==> config.mk <==
export PLATFORM = sky130hd
export DESIGN_NAME = bit_serializer
export DESIGN_NICKNAME = d
export VERILOG_FILES = /design/src/rtl/bit_serializer.sv
export SDC_FILE = /design/constraint.sdc
export NUM_CORES = 1
export LEC_CHECK = 0
export CAP_MARGIN = 20
export CORE_MARGIN = 2
export CORE_UTILIZATION = 45
export DETAILED_ROUTE_END_ITERATION = 10
export PLACE_DENSITY = 0.74
export SLEW_MARGIN = 15
export SYNTH_ARGS = -nofsm -noshare
export SYNTH_HDL_FRONTEND = slang
export SYNTH_SLANG_ARGS = --single-unit
==> constraint.sdc <==
create_clock -name clk -period 2.2 [get_ports clk]
set_input_delay 0.22 -clock clk [delete_from_list [all_inputs] [get_ports clk]]
set_output_delay 0.22 -clock clk [all_outputs]
set_load 0.03 [all_outputs]
==> src/rtl/bit_serializer.sv <==
// bit_serializer
//   Parallel-to-serial feeder for the serial pattern-detect FSM. Words are
//   accepted through a valid/ready handshake and shifted out one bit per
//   bit_en strobe on the serial line `a`. A word can be accepted on the
//   cycle its predecessor's last bit is consumed, so consecutive words
//   stream with no idle gap.
//
// Parameters
//   WIDTH     parallel word width (>= 2)
//   MSB_FIRST 1: shift MSB first, 0: shift LSB first
//   IDLE_BIT  level driven on `a` while no word is in flight
//
// Ports
//   clk        system clock, all flops on posedge
//   reset      asynchronous active-high reset
//   din        parallel word to serialize
//   din_valid  din holds a word to transfer
//   din_ready  block can accept a word this cycle (combinational)
//   bit_en     bit-advance strobe, tie high for one bit per clk
//   a          serial bit to the downstream detector
//   a_valid    a carries a data bit rather than idle fill
//   busy       a word is in flight
//   done       one-cycle pulse after the last bit of a word is consumed
module bit_serializer #(
    parameter int WIDTH     = 8,
    parameter bit MSB_FIRST = 1'b1,
    parameter bit IDLE_BIT  = 1'b0
) (
    input  logic             clk,
    input  logic             reset,
    input  logic [WIDTH-1:0] din,
    input  logic             din_valid,
    output logic             din_ready,
    input  logic             bit_en,
    output logic             a,
    output logic             a_valid,
    output logic             busy,
    output logic             done
);

    localparam int CNT_W = $clog2(WIDTH);
    localparam logic [CNT_W-1:0] LAST = CNT_W'(WIDTH - 1);

    // One-hot encoding leaves spare codes; any of them falls back to IDLE.
    typedef enum logic [1:0] {
        ST_IDLE  = 2'b01,
        ST_SHIFT = 2'b10
    } state_t;

    state_t           state, state_nxt;
    logic [WIDTH-1:0] sreg, sreg_nxt;
    logic [CNT_W-1:0] cnt, cnt_nxt;
    logic             done_nxt;
    logic             last_bit;
    logic             xfer;
    logic             head;

    // Move the next bit into the head position (MSB or LSB end).
    function automatic logic [WIDTH-1:0] shift_head(input logic [WIDTH-1:0] v);
        if (MSB_FIRST)
            return {v[WIDTH-2:0], 1'b0};
        else
            return {1'b0, v[WIDTH-1:1]};
    endfunction

    always_comb begin
        // The last bit is consumed at this edge; the slot is free for a new word.
        last_bit  = (state == ST_SHIFT) && (cnt == LAST) && bit_en;
        din_ready = (state == ST_IDLE) || last_bit;
        xfer      = din_valid && din_ready;

        state_nxt = ST_IDLE;
        sreg_nxt  = sreg;
        cnt_nxt   = cnt;
        done_nxt  = last_bit;

        unique case (state)
            ST_IDLE: begin
                if (xfer) begin
                    sreg_nxt  = din;
                    cnt_nxt   = '0;
                    state_nxt = ST_SHIFT;
                end
            end
            ST_SHIFT: begin
                state_nxt = ST_SHIFT;
                if (bit_en) begin
                    if (cnt == LAST) begin
                        if (xfer) begin
                            sreg_nxt = din;
                            cnt_nxt  = '0;
                        end else begin
                            state_nxt = ST_IDLE;
                        end
                    end else begin
                        sreg_nxt = shift_head(sreg);
                        cnt_nxt  = cnt + CNT_W'(1);
                    end
                end
            end
            default: state_nxt = ST_IDLE;
        endcase
    end

    always_ff @(posedge clk or posedge reset) begin
        if (reset) begin
            state <= ST_IDLE;
            sreg  <= '0;
            cnt   <= '0;
            done  <= 1'b0;
        end else begin
            state <= state_nxt;
            sreg  <= sreg_nxt;
            cnt   <= cnt_nxt;
            done  <= done_nxt;
        end
    end

    // Outputs decode only from flops, so din/din_valid never reach `a` combinationally.
    assign head    = MSB_FIRST ? sreg[WIDTH-1] : sreg[0];
    assign busy    = (state == ST_SHIFT);
    assign a_valid = busy;
    assign a       = busy ? head : IDLE_BIT;

endmodule

======== Word-level counts from Yosys, hierarchy flattened ========
Index checks and enable logic that the tools add are counted.
cells by class
  $add $sub $neg .......................... 1
  reduce and logical (&&, ||, !) cells .... 6
  equality and inequality tests ........... 4
  multiplexer cells ....................... 13
operator list
  cell                                           count
  2-to-1 mux 8 bit                               3
  one-hot mux 8 bit (2 select lines)             1
  2-to-1 mux 3 bit                               3
  2-to-1 mux 2 bit                               3
  one-hot mux 3 bit (2 select lines)             1
  one-hot mux 2 bit (2 select lines)             1
  adder 3 x 1 -> 3 bit, second input constant    1
  == test 3 bit, second input constant           1
  logical AND 1 bit                              3
  == test 2 x 1 -> 1 bit, second input constant  1
  == test 2 bit, second input constant           1
  inequality test 2 bit, second input constant   1
  AND reduction 2 bit                            1
  nonzero test 2 bit                             1
  logical OR 1 bit                               1
  2-to-1 mux 1 bit                               1
word-level totals
  input port bits ......................... 12
  word-level logic and storage cells ...... 28
  bits in registers ....................... 14
  output and inout bits ................... 5

======== Longest topological paths before layout ========
Gate-level depths: netlist (run 1).
  word-level depth ........................ 9
  depth in mapped cells ................... 6
  gate-level depth less buffers ........... 5

======== Worst setup path before layout (run 1) ========
No wires, ideal clock.
  path kind ............................... flip-flop to flip-flop
  start ................................... register state[0]
  end ..................................... register state[0]
  path slack .............................. 0.398 ns
  period minus slack after synthesis ...... 1.802 ns
  data arrival time ....................... 1.725 ns
  stages on the path, launching flop included .. 6
  buffers on the path ..................... 0
  setup time .............................. 0.077 ns
  data required time ...................... 2.123 ns
  path through ............................ dfstp_2 inv_1 ha_1 and3_1 or2_1 a21o_1
between the ends
  longest elaborated chain between the ends .. 9
  elaborated cells between the ends (all ways) .. 10
  those cells by class .................... eq/ne: 2; mux: 4; reduce/logical: 4
RTL lines
  element                                 line    RTL
  start: declaration                      50      state_t state, state_nxt;
  start signal: assignment                112     state <= state_nxt;
  == test 2 bit (*)                       -
  named net a_valid                       36      output logic a_valid,
  logical AND 1 bit (*) (2 in a row)      68      last_bit = (state == ST_SHIFT) && (cnt == LAST) && bit_en;
  named net done_nxt                      53      logic done_nxt;
  logical OR 1 bit (*)                    69      din_ready = (state == ST_IDLE) || last_bit;
  named net din_ready                     33      output logic din_ready,
  logical AND 1 bit (*)                   70      xfer = din_valid && din_ready;
  2-to-1 mux 2 bit (*)                    79, 89
  2-to-1 mux 2 bit                        88      if (cnt == LAST) begin
  2-to-1 mux 2 bit                        87      if (bit_en) begin
  one-hot mux 2 bit (2 select lines) (*)  77      unique case (state)
  named net state_nxt[0]                  50
Mark *: on every way through the listed nets, which the timed path passes. The rest lies on a longest branch.
A chain may end at the register's enable or synchronous reset.

======== Worst setup path in the final report (run 1) ========
  start ................................... register cnt[0]
  end ..................................... output din_ready
between the ends
  longest elaborated chain between the ends .. 4
RTL lines
  element                         line  RTL
  start: declaration              52    logic [CNT_W-1:0] cnt, cnt_nxt;
  start signal: assignment        114   cnt <= cnt_nxt;
  == test 3 bit                   68
  logical AND 1 bit (2 in a row)  68
  named net done_nxt              53
  logical OR 1 bit                69
  end: declaration                33
The timed path passes the listed nets, and every way through them passes these cells.

==> impl_metrics.yaml, run 1 <==
logic_synthesis:
  ys_top_cells_by_area: "dfrtp_1, o221a_1, ha_1, inv_1, or2_2"
  synth_top_family_by_area: "compound AO/OA/AOI/OAI gates"
  yosys.area_share.simple_pct: 13.0
  synth_compound_area_share_pct: 19.5
  syn-num-nets: 77
  synth_area_leader_cell: "dfrtp_1"
  yosysWarnings: 0
  synth_seq_cells: 14
  synth_fa_ha_area_share_pct: 7.22
  yosys.area_share.xor_xnor_pct: 0
  syn_inst: 61
  synthesis.area_um2: 693
  synthFlopType: "dfrtp_1"
  async_flop_share_pct: 100
  syn_avg_cell_area_um2: 11.4
  synth_top_cell_area_share_pct: 46.9
  seq_area_frac_synth_pct: 50.7
  synth_cell_types: 23
  synthMuxAreaShare_pct: 1.44
  synth-edff-count: 0
cells_and_area:
  diodes: 0
  nFillCells: 129
  area_growth_pct: 29.8
  final_area_um2: 900
  drive_gt1_share_pct: 18.8
  num-nets-final: 97
drt:
  drtIter0Drc: 4
  drtPass1Iterations: 3
  routed_wl_mm: 1.21
  vias: 496
  drcViolationCount: 0
  ant_nets: 0
  wl_per_cell_um: 12.6
  viasPerCell: 5.17
clock_tree:
  cts_htree_levels: 1
  cts_tree: "yes"
  clkTransAtPathRegs_ns: 0.09
  cts_hold_buf: 0
  cts_root_buffer: "clkbuf_4"
  cts_sinks: 14
  ctsResizeCount: 1
  cts_inserted_buffers: 3
  clock_latency_ns: 0.27
  clockBufferDepth: 2
  post_cts_buffers: 0
floorplan:
  ios: 17
  core_um2: 1470
  die-width_um: 43.2
  rows: 14
  die_height_um: 43.2
  start_util_pct: 47.1
  die_area_um2: 1870
min_path:
  hold_class: "input port to async pin"
placed_design:
  io_buffer_count: 16
  place_congestion: 0.701
  hpwl_um: 856
  place_area_um2: 862
  place_ws_ns: 0.178
pwr:
  vdd_drop_max_mv: 0.527
  cellPowerDensity_nw_per_um2: 1090
  power.leakage_uw: 0.000413
setup_path:
  worst_ep_arrival_time_ns: 1.87
  worstSetupEndpointType: "output port"
  rrSetupSlack_ns: 0.48
  crit_type: "register to output port"
  crit_required_ns: 1.98
  start_kind: "register"
  path_max_fanout: 4
timing:
  slew_headroom_pct: 63.7
  finalCritPeriodShare_pct: 94.8
  finalSetupViolations: 0
  final_max_slew_viol_count: 0
  rsz0062_at_grt: "false"
  worstMarginPinSlew_ns: 0.543
  fin_setup_tns_ns: 0
  fmax_ghz: 0.479
  worst_slack_ns: 0.114
  fin_skew_ns: 0.00237
  period_minus_slack_ns: 2.09
  final_hold_viol_count: 0
global_routing:
  grt_antenna_before_repair: 0
  grt_pass1_wl_mm: 2.04
  grt_overflow: 0
  grt_max_degree: 15
  grt_use_total_pct: 14.8
  grt_pass1_vias: 484
status:
  status: "complete, no violations"
job:
  drv_cap: 0
-- layer usage --
| layer | wire length [um] | GRT usage [%] | up-vias |
|---|---|---|---|
| met5 | 0 | 0 | - |
| met1 | 613 | 19.8 | 229 |
| li1 | - | - | 253 |
| met4 | 9 | 5.45 | 0 |
| met3 | 59 | 5.53 | 2 |
| met2 | 523 | 21.8 | 12 |
-- synthesized netlist by cell type, drive strengths merged (2+ instances only) --
| cell type | n |
|---|---|
| o221a | 7 |
| or2 | 7 |
| nand2 | 2 |
| ha | 4 |
| o21ai | 2 |
| inv | 10 |
| nand2b | 2 |
| buf | 2 |
| dfrtp | 13 |
| o22ai | 3 |
-- critical path, cell delays in order, from the launching register on --
cell and delay (ns):
dfrtp_1 0.40, ha_1 0.20, ha_1 0.21, and3_1 0.21, or2_1 0.23, dlygate4sd2_1 0.36
-- per-stage QoR --
step / hold slack [ns] / total power, uW / util (%) / std cells
6_report: 0.280 / 976 / 61.1 / 96
5_1_grt: 0.336 / 1040 / 61.1 / 96
4_1_cts: 0.288 / 985 / 61.0 / 96
3_5_place_dp: 0.476 / 807 / 58.6 / 92
3_3_place_gp: 0.466 / 796 / 58.6 / 92
2_1_floorplan: 0.109 / 703 / - / 61
-- kinds of logic (layout without fill, tap and decap cells) --
| logic type | count (synthesis) | count (layout) |
|---|---|---|
| flip-flops | 14 | 14 |
| adder cells (fa/ha/maj) | 4 | 4 |
| AO/OA/AOI/OAI | 15 | 15 |
| multiplexers | 1 | 1 |
| buffers and inverters | 12 | 31 |
| AND/OR/NAND/NOR | 15 | 15 |
-- registers in the layout (all words and copies together), names as in the netlist --
register	flops
state	2
done	1
sreg	8
cnt	3
-- path summary, 6_finish.rpt --
kind	endpoint	cells after the start	start
max in group asynchronous	state[0]	2	reset
min in group clk	cnt[0]	1	cnt[0]
max reg2reg	sreg[1]	6	state[0]
min	sreg[1]	2	reset
min reg2reg	cnt[0]	1	cnt[0]
max	din_ready	5	cnt[0]
-- cell type report --
class	count	area, um^2	area share, %
inverters	10	37.5	4.17
multi-input cells	35	285	31.7
well taps	16	20.0	2.23
repair buffers	17	169	18.8
flip-flops and latches	14	352	39.1
clock buffers	4	36.3	4.03
-- cell usage in the layout (no fill, tap or decap) --
master and instances:
and3_1 1, or2_2 6, o221a_1 6, clkbuf_4 3, nand2b_1 2, mux2i_1 1
ha_1 4, and2_1 1, nand3b_1 1, a21o_1 1, clkdlybuf4s50_1 14, buf_4 1
nand2_1 2, dlygate4sd2_1 1, dfrtp_1 13, o21ai_2 1, o21ai_0 1, dfstp_2 1
clkbuf_8 1, o22ai_1 3, inv_1 10, or2_1 1, a32o_2 1, dlymetal6s2s_1 1
o221a_2 1, a21oi_1 1, nor2b_1 1
-- power by group --
group / internal (uW) / total, uW / switching, uW
clock: 100 / 182 / 81.9
combinational: 189 / 385 / 196
sequential: 362 / 409 / 46.5
total: 652 / 976 / 325
Power figures use the tool's default switching activity.
==> run 2: changes to the inputs <==
Clock period 2.2 ns to 2.5 ns, I/O delays scaled along.
==> impl_metrics.yaml, run 2 (synthesis gave the netlist of run 1 again) <==
status:
  status: "complete, no violations"
cells_and_area:
  largestRegisters: "sreg (8), cnt (3), state (2)"
  num-nets-final: 96
  top_register: "sreg"
  layout_common_cells: "clkdlybuf4s50_1, dfrtp_1, inv_1, or2_2, o221a_1"
  final_util_pct: 60.7
  final_area_um2: 893
  area_growth_pct: 28.9
  diodes: 0
  mostFrequentLayoutCell: "clkdlybuf4s50_1"
  largest_reg_flops: 8
  drive_gt1_share_pct: 17.7
timing:
  finalSetupViolations: 0
  fin_skew_ns: 0.00223
  slew_headroom_pct: 65.2
  finalCritPeriodShare_pct: 85.5
  fmax_ghz: 0.468
  period_minus_slack_ns: 2.14
  worst_slack_ns: 0.362
  rsz0062_at_grt: "false"
  timing.hold.ws_ns: 0.296
  final_max_slew_viol_count: 0
  worstMarginPinSlew_ns: 0.521
  fin_setup_tns_ns: 0
  final_hold_viol_count: 0
drt:
  drcViolationCount: 0
  routed_wl_mm: 1.22
  viasPerCell: 5.33
  drtPass1Iterations: 4
  drtIter0Drc: 11
  wl_per_cell_um: 12.8
  ant_nets: 0
  vias: 506
global_routing:
  grt_max_degree: 15
  grt_overflow: 0
  grt_pass1_wl_mm: 2.06
  grt_pass1_vias: 493
  grt_antenna_before_repair: 0
  grt_use_total_pct: 15.2
clock_tree:
  cts_sinks: 14
  clockBufferDepth: 2
  cts_hold_buf: 0
  clkTransAtPathRegs_ns: 0.09
  cts_inserted_buffers: 3
  cts_tree: "yes"
  clock_latency_ns: 0.28
  cts_htree_levels: 1
  cts_root_buffer: "clkbuf_4"
pwr:
  netSwitchingPower_uw: 290
  internal-power_uw: 576
  vdd_drop_max_mv: 0.589
  clockPowerShare_pct: 19.0
  comb_power_share_pct: 39.0
  power_switching_share_pct: 33.5
  power_frac_seq_pct: 42.0
  power.leakage_uw: 0.000398
  cellPowerDensity_nw_per_um2: 969
setup_path:
  endpoint: "a"
  rr_worst_depth: 5
  reg2reg_from: "state[0]"
  worstSetupEndpointType: "output port"
  start_kind: "register"
  worst_ep_arrival_time_ns: 1.89
  startpoint: "state[0]"
  crit_type: "register to output port"
  path_max_fanout: 9
  crit_required_ns: 2.25
  rrSetupSlack_ns: 0.76
  reg2reg_to: "sreg[2]"
floorplan:
  die_area_um2: 1870
  start_util_pct: 47.1
  die-width_um: 43.2
  core_um2: 1470
  rows: 14
  ios: 17
  die_height_um: 43.2
min_path:
  hold_class: "input port to async pin"
placed_design:
  io_buffer_count: 16
  place_ws_ns: 0.344
  hpwl_um: 887
  place_congestion: 0.669
  place_area_um2: 855
job:
  drv_cap: 0
-- run 2: critical path, stage by stage, from the launching register on --
cell	delay, ns
dfstp_2	0.54
inv_1	0.04
ha_1	0.28
and2_1	0.17
clkdlybuf4s50_1	0.58
-- run 2: metrics by stage --
stage / instances / power, uW
6_report: 95 / 866
5_1_grt: 95 / 921
4_1_cts: 95 / 876
3_5_place_dp: 91 / 709
3_3_place_gp: 91 / 697
2_1_floorplan: 61 / 618
-- run 2: worst min path at each step --
| stage | start | to | slack [ns] | cells past startpoint |
|---|---|---|---|---|
| 2_1_floorplan | reset | cnt[0] | 0.14 | 1 |
| 3_3_place_gp | cnt[0] | cnt[0] | 0.47 | 1 |
| 3_5_place_dp | cnt[0] | cnt[0] | 0.49 | 1 |
| 4_1_cts | reset | cnt[1] | 0.32 | 2 |
| 5_1_grt | reset | sreg[1] | 0.35 | 2 |
| 6_report | reset | sreg[0] | 0.30 | 2 |
-- run 2: routing by layer --
layer | global-route usage, % | vias up | wire length [um]
met3 | 5.11 | 2 | 56
met4 | 7.27 | 0 | 15
met2 | 25.1 | 12 | 581
met1 | 17.3 | 244 | 562
met5 | 0 | - | 0
li1 | - | 248 | -
-- run 2: what timing repair did --
action,4_1_cts,5_1_grt
endpoints found under the setup margin,0,1
setup buffers,0,0
resized for setup,0,1
-- run 2: cell type report --
cell class	instances	area (um^2)
Fill cell	126	578
Inverter	10	37.5
Tap cell	16	20.0
Sequential cell	14	352
Clock buffer	4	36.3
Timing Repair Buffer	16	163
Multi-Input combinational cell	35	285
-- run 2: power by group through the flow --
stage	combinational (uW)	clock, uW	sequential [uW]
floorplan	266	0	353
global placement	334	0	363
detailed placement	343	0	366
CTS	345	168	363
global route	369	182	370
finish	338	165	363
